<file path="src/rtl/apb_global_pkg.sv">
// Shared APB bus dimensions and the completer FSM state type.
// Every APB block in the system sizes its bus ports from here.
package apb_global_pkg;

  localparam int ADDRESS_WIDTH = 32;
  localparam int DATA_WIDTH    = 32;
  localparam int NO_OF_SLAVES  = 1;

  typedef enum logic [1:0] {
    IDLE   = 2'd0,
    WAIT   = 2'd1,
    ACCESS = 2'd2
  } apb_slave_state_e;

  // Width of a word index into a storage array of the given depth.
  function automatic int idx_bits(input int depth);
    return (depth > 1) ? $clog2(depth) : 1;
  endfunction

endpackage

</file>
<file path="src/rtl/apb_slave_regfile.sv">
// Word storage with per-byte write enables.
// The last entry is a read-only ID register that reloads on reset.
module apb_slave_regfile
  import apb_global_pkg::idx_bits;
#(
  parameter int                    DATA_WIDTH = 32,
  parameter int                    MEM_DEPTH  = 16,
  parameter logic [DATA_WIDTH-1:0] ID_VALUE   = 32'hA5B0_0001,
  parameter int                    IDX_W      = idx_bits(MEM_DEPTH)
) (
  input  logic                    pclk,
  input  logic                    preset,
  input  logic                    wr_en,
  input  logic [IDX_W-1:0]        wr_idx,
  input  logic [DATA_WIDTH/8-1:0] wr_strb,
  input  logic [DATA_WIDTH-1:0]   wr_data,
  input  logic [IDX_W-1:0]        rd_idx,
  output logic [DATA_WIDTH-1:0]   rd_data
);

  localparam int STRB_W = DATA_WIDTH / 8;

  logic [DATA_WIDTH-1:0] rd_vec [MEM_DEPTH];

  for (genvar gi = 0; gi < MEM_DEPTH; gi++) begin : g_entry
    localparam logic [DATA_WIDTH-1:0] RST_VAL = (gi == MEM_DEPTH - 1) ? ID_VALUE : '0;

    logic [DATA_WIDTH-1:0] entry_q;
    logic [DATA_WIDTH-1:0] entry_d;

    if (gi == MEM_DEPTH - 1) begin : g_id
      // The ID word can never be written; the bus side reports the attempt.
      assign entry_d = ID_VALUE;
    end else begin : g_rw
      always_comb begin
        entry_d = entry_q;
        if (wr_en && (wr_idx == IDX_W'(gi))) begin
          for (int b = 0; b < STRB_W; b++) begin
            if (wr_strb[b]) begin
              entry_d[8*b +: 8] = wr_data[8*b +: 8];
            end
          end
        end
      end
    end

    always_ff @(posedge pclk) begin
      if (preset) begin
        entry_q <= RST_VAL;
      end else begin
        entry_q <= entry_d;
      end
    end

    assign rd_vec[gi] = entry_q;
  end

  always_comb begin
    rd_data = '0;
    if (32'(rd_idx) < MEM_DEPTH) begin
      rd_data = rd_vec[rd_idx];
    end
  end

endmodule

</file>
<file path="src/rtl/apb_slave_mem.sv">
// APB completer fronting a small word memory with a fixed number of wait states.
// Owns the transfer FSM, address decode and error reporting; storage lives in apb_slave_regfile.
module apb_slave_mem
  import apb_global_pkg::apb_slave_state_e;
  import apb_global_pkg::IDLE;
  import apb_global_pkg::WAIT;
  import apb_global_pkg::ACCESS;
  import apb_global_pkg::idx_bits;
#(
  parameter int                       ADDRESS_WIDTH = apb_global_pkg::ADDRESS_WIDTH,
  parameter int                       DATA_WIDTH    = apb_global_pkg::DATA_WIDTH,
  parameter int                       NO_OF_SLAVES  = apb_global_pkg::NO_OF_SLAVES,
  parameter int                       SLAVE_INDEX   = 0,
  parameter logic [ADDRESS_WIDTH-1:0] BASE_ADDR     = '0,
  parameter int                       MEM_DEPTH     = 16,
  parameter int                       WAIT_STATES   = 2,
  parameter logic [DATA_WIDTH-1:0]    ID_VALUE      = 32'hA5B0_0001
) (
  input  logic                     pclk,
  input  logic                     preset,
  input  logic [NO_OF_SLAVES-1:0]  pselx,
  input  logic                     penable,
  input  logic [ADDRESS_WIDTH-1:0] paddr,
  input  logic                     pwrite,
  input  logic [DATA_WIDTH/8-1:0]  pstrb,
  input  logic [DATA_WIDTH-1:0]    pwdata,
  input  logic [2:0]               pprot,
  output logic                     pready,
  output logic [DATA_WIDTH-1:0]    prdata,
  output logic                     pslverr
);

  localparam int STRB_W = DATA_WIDTH / 8;
  localparam int IDX_W  = idx_bits(MEM_DEPTH);

  // Bounds are compared one bit wider so a window at the top of the map cannot wrap.
  localparam logic [ADDRESS_WIDTH:0] ADDR_LO   = {1'b0, BASE_ADDR};
  localparam logic [ADDRESS_WIDTH:0] ADDR_HI   = ADDR_LO + (ADDRESS_WIDTH + 1)'(4 * MEM_DEPTH);
  localparam logic [IDX_W-1:0]       ID_IDX    = IDX_W'(MEM_DEPTH - 1);
  localparam logic [3:0]             WAIT_LOAD = (WAIT_STATES > 0) ? 4'(WAIT_STATES - 1) : 4'd0;

  apb_slave_state_e state_q, state_d;
  logic [3:0]               cnt_q, cnt_d;
  logic [ADDRESS_WIDTH-1:0] addr_q, addr_d;
  logic                     write_q, write_d;
  logic [STRB_W-1:0]        strb_q, strb_d;
  logic [DATA_WIDTH-1:0]    wdata_q, wdata_d;
  logic                     priv_q, priv_d;
  logic                     pready_q, pready_d;
  logic                     pslverr_q, pslverr_d;
  logic [DATA_WIDTH-1:0]    prdata_q, prdata_d;

  logic                     sel;
  logic                     access_ok;
  logic [ADDRESS_WIDTH-1:0] txn_addr;
  logic                     txn_write;
  logic                     txn_priv;
  logic [ADDRESS_WIDTH-1:0] offset;
  logic [IDX_W-1:0]         idx;
  logic                     dec_err;
  logic                     wp_err;
  logic                     txn_err;
  logic                     enter_access;
  logic                     wr_en;
  logic [DATA_WIDTH-1:0]    rd_data;
  logic                     unused_bits;

  assign sel       = pselx[SLAVE_INDEX];
  assign access_ok = sel && penable;

  // With no wait states ACCESS is entered from the setup cycle itself, so decode
  // must look at the live bus in IDLE and at the captured copy afterwards.
  assign txn_addr  = (state_q == IDLE) ? paddr    : addr_q;
  assign txn_write = (state_q == IDLE) ? pwrite   : write_q;
  assign txn_priv  = (state_q == IDLE) ? pprot[0] : priv_q;

  assign offset  = txn_addr - BASE_ADDR;
  assign idx     = offset[IDX_W+1:2];
  assign dec_err = ({1'b0, txn_addr} < ADDR_LO) || ({1'b0, txn_addr} >= ADDR_HI) ||
                   (txn_addr[1:0] != 2'b00);
  assign wp_err  = txn_write && ((idx == ID_IDX) || !txn_priv);
  assign txn_err = dec_err || wp_err;

  assign unused_bits = ^{pselx, pprot[2:1], offset};

  always_comb begin
    state_d      = state_q;
    cnt_d        = cnt_q;
    addr_d       = addr_q;
    write_d      = write_q;
    strb_d       = strb_q;
    wdata_d      = wdata_q;
    priv_d       = priv_q;
    pready_d     = 1'b0;
    pslverr_d    = 1'b0;
    prdata_d     = '0;
    enter_access = 1'b0;
    wr_en        = 1'b0;

    unique case (state_q)
      IDLE: begin
        if (sel && !penable) begin
          addr_d  = paddr;
          write_d = pwrite;
          strb_d  = pstrb;
          wdata_d = pwdata;
          priv_d  = pprot[0];
          if (WAIT_STATES == 0) begin
            state_d      = ACCESS;
            enter_access = 1'b1;
          end else begin
            cnt_d   = WAIT_LOAD;
            state_d = WAIT;
          end
        end
      end
      WAIT: begin
        if (!access_ok) begin
          state_d = IDLE;
          cnt_d   = '0;
        end else if (cnt_q == 4'd0) begin
          state_d      = ACCESS;
          enter_access = 1'b1;
        end else begin
          cnt_d = cnt_q - 4'd1;
        end
      end
      ACCESS: begin
        state_d = IDLE;
        wr_en   = access_ok && write_q && !txn_err;
      end
      default: begin
        state_d = IDLE;
        cnt_d   = '0;
      end
    endcase

    // Outputs are registered, so they are loaded on the edge that enters ACCESS.
    if (enter_access) begin
      pready_d  = 1'b1;
      pslverr_d = txn_err;
      prdata_d  = (txn_err || txn_write) ? '0 : rd_data;
    end
  end

  always_ff @(posedge pclk) begin
    if (preset) begin
      state_q   <= IDLE;
      cnt_q     <= '0;
      addr_q    <= '0;
      write_q   <= 1'b0;
      strb_q    <= '0;
      wdata_q   <= '0;
      priv_q    <= 1'b0;
      pready_q  <= 1'b0;
      pslverr_q <= 1'b0;
      prdata_q  <= '0;
    end else begin
      state_q   <= state_d;
      cnt_q     <= cnt_d;
      addr_q    <= addr_d;
      write_q   <= write_d;
      strb_q    <= strb_d;
      wdata_q   <= wdata_d;
      priv_q    <= priv_d;
      pready_q  <= pready_d;
      pslverr_q <= pslverr_d;
      prdata_q  <= prdata_d;
    end
  end

  apb_slave_regfile #(
    .DATA_WIDTH (DATA_WIDTH),
    .MEM_DEPTH  (MEM_DEPTH),
    .ID_VALUE   (ID_VALUE),
    .IDX_W      (IDX_W)
  ) u_regfile (
    .pclk    (pclk),
    .preset  (preset),
    .wr_en   (wr_en),
    .wr_idx  (idx),
    .wr_strb (strb_q),
    .wr_data (wdata_q),
    .rd_idx  (idx),
    .rd_data (rd_data)
  );

  assign pready  = pready_q;
  assign pslverr = pslverr_q;
  assign prdata  = prdata_q;

endmodule

</file>
<file path="config.mk">
export PLATFORM = sky130hd
export DESIGN_NAME = apb_slave_mem
export DESIGN_NICKNAME = d
export VERILOG_FILES = /design/src/rtl/apb_global_pkg.sv /design/src/rtl/apb_slave_regfile.sv /design/src/rtl/apb_slave_mem.sv
export SDC_FILE = /design/constraint.sdc
export NUM_CORES = 1
export LEC_CHECK = 0
export CAP_MARGIN = 10
export CORE_AREA = 2 2 322 261
export CTS_CLUSTER_SIZE = 20
export DETAILED_ROUTE_END_ITERATION = 16
export DIE_AREA = 0 0 324 263
export SLEW_MARGIN = 5
export SYNTH_ARGS = -nofsm -noshare
export SYNTH_HDL_FRONTEND = slang
export SYNTH_HIERARCHICAL = 1
export SYNTH_SLANG_ARGS = --single-unit
</file>
<file path="constraint.sdc">
create_clock -name pclk -period 4.2 [get_ports pclk]
set_clock_uncertainty 0.15 [all_clocks]
set_input_delay 0.42 -clock pclk [delete_from_list [all_inputs] [get_ports pclk]]
set_output_delay 0.42 -clock pclk [all_outputs]
set_load 0.02 [all_outputs]
</file>
# Yosys cells after proc, flatten, opt, wreduce, memory -nomap -nowiden
# Index checks and enable logic that the tools add are counted.
# totals
regBits,590
inputBits,76
mem_bits_rw,0
rom_bits,0
mem_count,0
out_inout_bits,34
latch_bits,0
wordCells,211
# op_classes
order_cmp,2
n_mul,0
eq_ne,20
shifts,0
n_div,0
muxes,19
n_addsub,1
n_bitwise,3
n_reduce_logical,96
# op_table
operator,count
binary-select mux 32 bit (select 4 bit),1
AND reduction 2 bit,62
two-way mux 32 bit,3
equality test 4 bit (second input constant),8
greater-or-equal comparator 32 x 7 -> 1 bit (second input constant),1
logical AND 1 bit,20
equality test 4 x 3 -> 1 bit (second input constant),4
two-way mux 4 bit,3
case mux 4 bit (3 select lines),1
equality test 4 x 2 -> 1 bit (second input constant),2
logical NOT 4 bit,2
two-way mux 1 bit,7
two-way mux 2 bit,3
inequality test 3 bit (second input constant),2
greater-or-equal comparator 5 bit (second input constant),1
NOT 4 -> 5 bit,1
equality test 4 x 1 -> 1 bit (second input constant),1
logical OR 1 bit,4
case mux 2 bit (2 select lines),1
subtractor 4 x 1 -> 4 bit (second input constant),1
logical NOT 1 bit,3
AND reduction 3 bit,1
OR reduction 3 bit,1
equality test 2 x 1 -> 1 bit (second input constant),1
6 further kinds,7

# Depth between registers and ports, before layout
# logic_depth
ltp_word,11
depth_mapped,14
depth_no_buf,8

# Modules after synthesis
# Netlist, hierarchy kept.
# modules_own_cells
module,instances,seq_area_each_um2,cells_per_inst,area_each_um2
apb_slave_regfile,1,9609.2,2690,24513.5
apb_slave_mem,1,2202.1,462,3957.5

# Worst setup path after synthesis
# No wires, ideal clock.
# synth_timing
path_kind,input -> register
startpoint,in paddr[16]
endpoint,reg u_regfile.g_entry[11].entry_q[0]
path_slack_ns,1.474
path_buffers,3
arrival_ns,2.444
cell_stages,10
cell_sequence,or4_4 -> nor3_4 -> o221ai_1 -> nor3_1 -> buf_2 -> nand3_1 -> buf_2 -> buf_2 -> o31ai_1 -> a21oi_1
# synth_between
elab_chain_len,9
# synth_lines
element,line_no,source
"start, declared",apb_slave_mem.sv:23,"input logic [ADDRESS_WIDTH-1:0] paddr,"
two-way mux 32 bit,apb_slave_mem.sv:73,assign txn_addr = (state_q == IDLE) ? paddr : addr_q;
greater-or-equal comparator 32 x 7 -> 1 bit,apb_slave_mem.sv:79,"assign dec_err = ({1'b0, txn_addr} < ADDR_LO) || ({1'b0, txn_addr} >= ADDR_HI) ||"
logical OR 1 bit,apb_slave_mem.sv:79,
logical OR 1 bit,apb_slave_mem.sv:82,assign txn_err = dec_err || wp_err;
logical NOT 1 bit,apb_slave_mem.sv:130,wr_en = access_ok && write_q && !txn_err;
logical AND 1 bit,apb_slave_mem.sv:130,
two-way mux 1 bit,apb_slave_mem.sv:100,unique case (state_q)
net wr_en,apb_slave_mem.sv:64,logic wr_en;
logical AND 1 bit,apb_slave_regfile.sv:37,if (wr_en && (wr_idx == IDX_W'(gi))) begin
AND reduction 2 bit (no line),--,
"end signal, assigned",apb_slave_regfile.sv:51,entry_q <= entry_d;
"end, declared",apb_slave_regfile.sv:28,logic [DATA_WIDTH-1:0] entry_q;
# The timed path passes the listed nets, and every way through them passes these cells.
# A chain may end at the register's enable or synchronous reset.

# Final worst setup path
# layout_timing
startpoint,reg state_q[0]
endpoint,reg u_regfile.g_entry[9].entry_q[17]
# layout_between
elab_chain_len,11
elab_cells_between_ends,19
classes_between,order compare: 1; eq/ne: 3; mux: 4; reduce/logical: 11
# layout_lines
element,line_no,source
"start, declared",apb_slave_mem.sv:42,"apb_slave_state_e state_q, state_d;"
"start signal, assigned",apb_slave_mem.sv:159,state_q <= state_d;
logical NOT 2 bit *,apb_slave_mem.sv:73,
two-way mux 32 bit *,apb_slave_mem.sv:73,
net offset[2],apb_slave_mem.sv:58,logic [ADDRESS_WIDTH-1:0] offset;
"parallel branches: the longest is 7 deep, another holds greater-or-equal comparator 32 x 7 -> 1 bit",--,
logical AND 1 bit *,apb_slave_regfile.sv:37,
AND reduction 2 bit (no line) *,--,
"end signal, assigned",apb_slave_regfile.sv:51,
"end, declared",apb_slave_regfile.sv:28,
# Mark *: on every way through the listed nets, which the timed path passes.

==> impl_results.md <==
- Status: finished clean
- Initial DRT Pass Iterations: 6
- Worst Setup End Kind: register
- Yosys warnings: 6
- H-Tree Depth: 2
- CTS Hold Bufs: 0
- Setup WS pre-CTS: 423 ps
- Clock slew at reported path FFs: 60 ps
- Congestion Overflow GR: 0
- Crit share post-route: 82.1%
- Root buffer cell: clkbuf_16
- Worst EP required: 4610 ps
- Reg-to-reg slack, setup: 750 ps
- Critical Path Start Type: register
- Post-Syn Instances: 3,152
- # port buffers: 107
- Sequential element share of the synthesized area: 41.5%
- # setup viols final: 0
- Final antenna-violating net count: 0
- Syn nets: 3,229
- Crit Path Class: reg -> reg
- Core area: 81,700 um2
- Die width: 324 um
- Antenna cell count: 0
- CTS resizes: 0
- Routed len/inst: 24.7 um
- CTS tree: done
- Fin. Hold Viols: 0
- IO Count: 110
- Site row count: 94
- Post-synth EDFFs: 0
- First-pass GRT wire length: 156,000 um
- HP Class: in -> reg
- FFs w/ async S/R, synth: 0%
- DP Wirelength: 54,100 um
- Ys flop type: dfxtp_1
- Gp weighted congestion: 0.765
- Initial antenna violation count: 3
- CP max stage cell: nor2b_4
- Synth-to-Final Area Change: 12.4%
- Mapped cell area: 28,500 um2
- DRT iter0 DRCs: 2,976
- Slew at the pin closest to its max-slew limit: 1060 ps
- Total track usage: 22.8%
- Leakage: 9.50 nW
- Total routed wirelength: 101,000 um
- # DRC: 0
- FF-to-FF Start: state_q[0]
- Utilization after layout: 39.1%
- Peak VDD IR: 0.309 mV
- Hold_sp: preset
- CP Capture Point: u_regfile/g_entry[9].entry_q[17]
- Crit-path max FO: 36
- Crit-path max cell delay: 710 ps
- Buffer count from post-CTS setup fixing: 0
- RSZ-0062 raised after global routing: false
- Relative slew slack: 29.5%
- Setup TNS: 0 ps
- Die Footprint: 85,200 um2
- Longest Clk Path Bufs: 3
- Hold depth: 2
- Distinct cells, synth: 50
- Clk_lat worst skew: 650 ps
- Die H: 263 um
- Vias in the first global route: 25,000
- Achievable frequency: 290 MHz
- CTS sink count: 590
- R2r worst-path depth: 8
- Reg-to-Reg End: u_regfile/g_entry[9].entry_q[17]
- CTS Buf Count: 59
- Cells along the critical path: or2_1 > nand2_1 > nand2_4 > buf_4 > nor2b_4 > buf_12 > nand4_1 > a21oi_1
- Min Tclk post-route: 3450 ps
- Power density over the cells: 388 nW/um2
- Vias per inst: 6.41
- Largest net degree at the start of global routing: 188
- Mean Syn Cell Area: 9.03 um2
- Pins Over Slew Limit: 0
- Setup ws final: 752 ps
- Maxcap violations: 0
- Nets: 3,014
- Worst setup startpoint: state_q[0]
- CP arrival: 3860 ps
- Via count: 26,200
- Yosys reg bits: 590
- Initial Util: 34.8%
- Share of layout cells above drive strength 1: 14.0%
[synthesized netlist by cell type (3+ instances only)]
library cell	number	area (um2)
clkbuf_1	275	1030
o21ai_0	3	15.0
nor2b_1	4	25.0
a31oi_1	9	56.3
nand4_1	485	3030
buf_6	20	225
nand3b_1	5	37.5
o31ai_1	452	3390
nand3_1	5	25.0
o22ai_1	32	200
nor2_1	9	33.8
mux4_2	72	1620
mux2_2	80	901
mux2i_1	25	250
dfxtp_1	590	11800
o31ai_2	28	350
a221oi_1	24	210
buf_1	26	97.6
nand2b_1	7	43.8
buf_4	15	113
nand2_1	167	627
nor4_1	12	75.1
a21oi_1	554	2770
nor3b_1	4	30.0
inv_1	8	30.0
a211oi_1	24	180
and2_1	34	213
o221ai_1	9	78.8
buf_2	146	731
[layout by cell type (no fill, tap or decap), types with 32 or more instances in the layout]
cell / netlist / routed
dfxtp_1: 590 / 586
clkbuf_16: 0 / 59
nand2_1: 167 / 163
mux2_2: 80 / 80
and2_1: 34 / 34
o22ai_1: 32 / 32
clkdlybuf4s50_1: 0 / 106
nand4_1: 485 / 485
a21oi_1: 554 / 554
o31ai_1: 452 / 452
buf_4: 15 / 69
mux4_2: 72 / 72
[layout make-up]
cell class                      count  area [um2]
Tap cell                         1104        1380
Multi-Input combinational cell   2071       14600
Inverter                            9        41.3
Fill cell                        8130       49700
Sequential cell                   590       11800
Clock inverter                     23         262
Clock buffer                       86        1730
Timing Repair Buffer              206        2190
[sequential cells by signal, indices dropped and copies added, names as in the netlist]
name                       cells
u_regfile/g_entry.entry_q    480
addr_q                        32
prdata                        32
wdata_q                       32
cnt_q                          4
strb_q                         4
state_q                        2
pready                         1
priv_q                         1
pslverr                        1
write_q                        1
[kinds of logic after synthesis]
| logic type | count (synthesis) | synth area share [%] |
|---|---|---|
| mux | 177 | 9.74 |
| buf+inv | 491 | 7.84 |
| compound gates | 1136 | 25.6 |
| simple gates | 757 | 15.3 |
| fa+ha+maj | 1 | 0.0439 |
| flops | 590 | 41.5 |
[report_power, final]
part | leakage (nW) | switching, mW | internal (mW)
combinational | 3.75 | 0.861 | 0.299
sequential | 4.76 | 0.108 | 5.63
clock | 0.993 | 2.37 | 3.16
total | 9.50 | 3.34 | 9.08
[worst max-delay path, delay by kind of cell, from the launching register on]
family                 cells  cell delay, ps
buffers and inverters      2             670
AND/OR/NAND/NOR            5            1820
flip-flops                 1             480
AO/OA/AOI/OAI              1             160
[per-stage QoR]
stage                     instance area [um2]  std cells  total power [mW]  hold WS [ps]
after floorplan                         28500       3152              6.51           281
after global placement                  30000       3980              6.99           290
after detailed placement                30000       3980              6.98           295
after CTS                               32000       4089              12.5          35.2
after global routing                    32000       4089              12.8          77.9
final                                   32000       4089              12.4          56.9
[per-layer routing]
layer  vias to the layer above  GRT usage (%)  routed length [um]
met5                         -              0                  13
met4                         2           7.27                2840
met3                       176           3.39                7560
met2                      1131           34.5               45200
met1                     13100           33.1               45500
li1                      11800              -                   -
[worst min-delay path by stage]
stage | slack [ps] | endpoint
global route | 80 | state_q[0]
CTS | 40 | state_q[0]
finish | 60 | state_q[0]
floorplan | 280 | addr_q[23]
global placement | 290 | addr_q[16]
detailed placement | 290 | addr_q[17]
No activity file was read; power rests on OpenSTA's default activity.
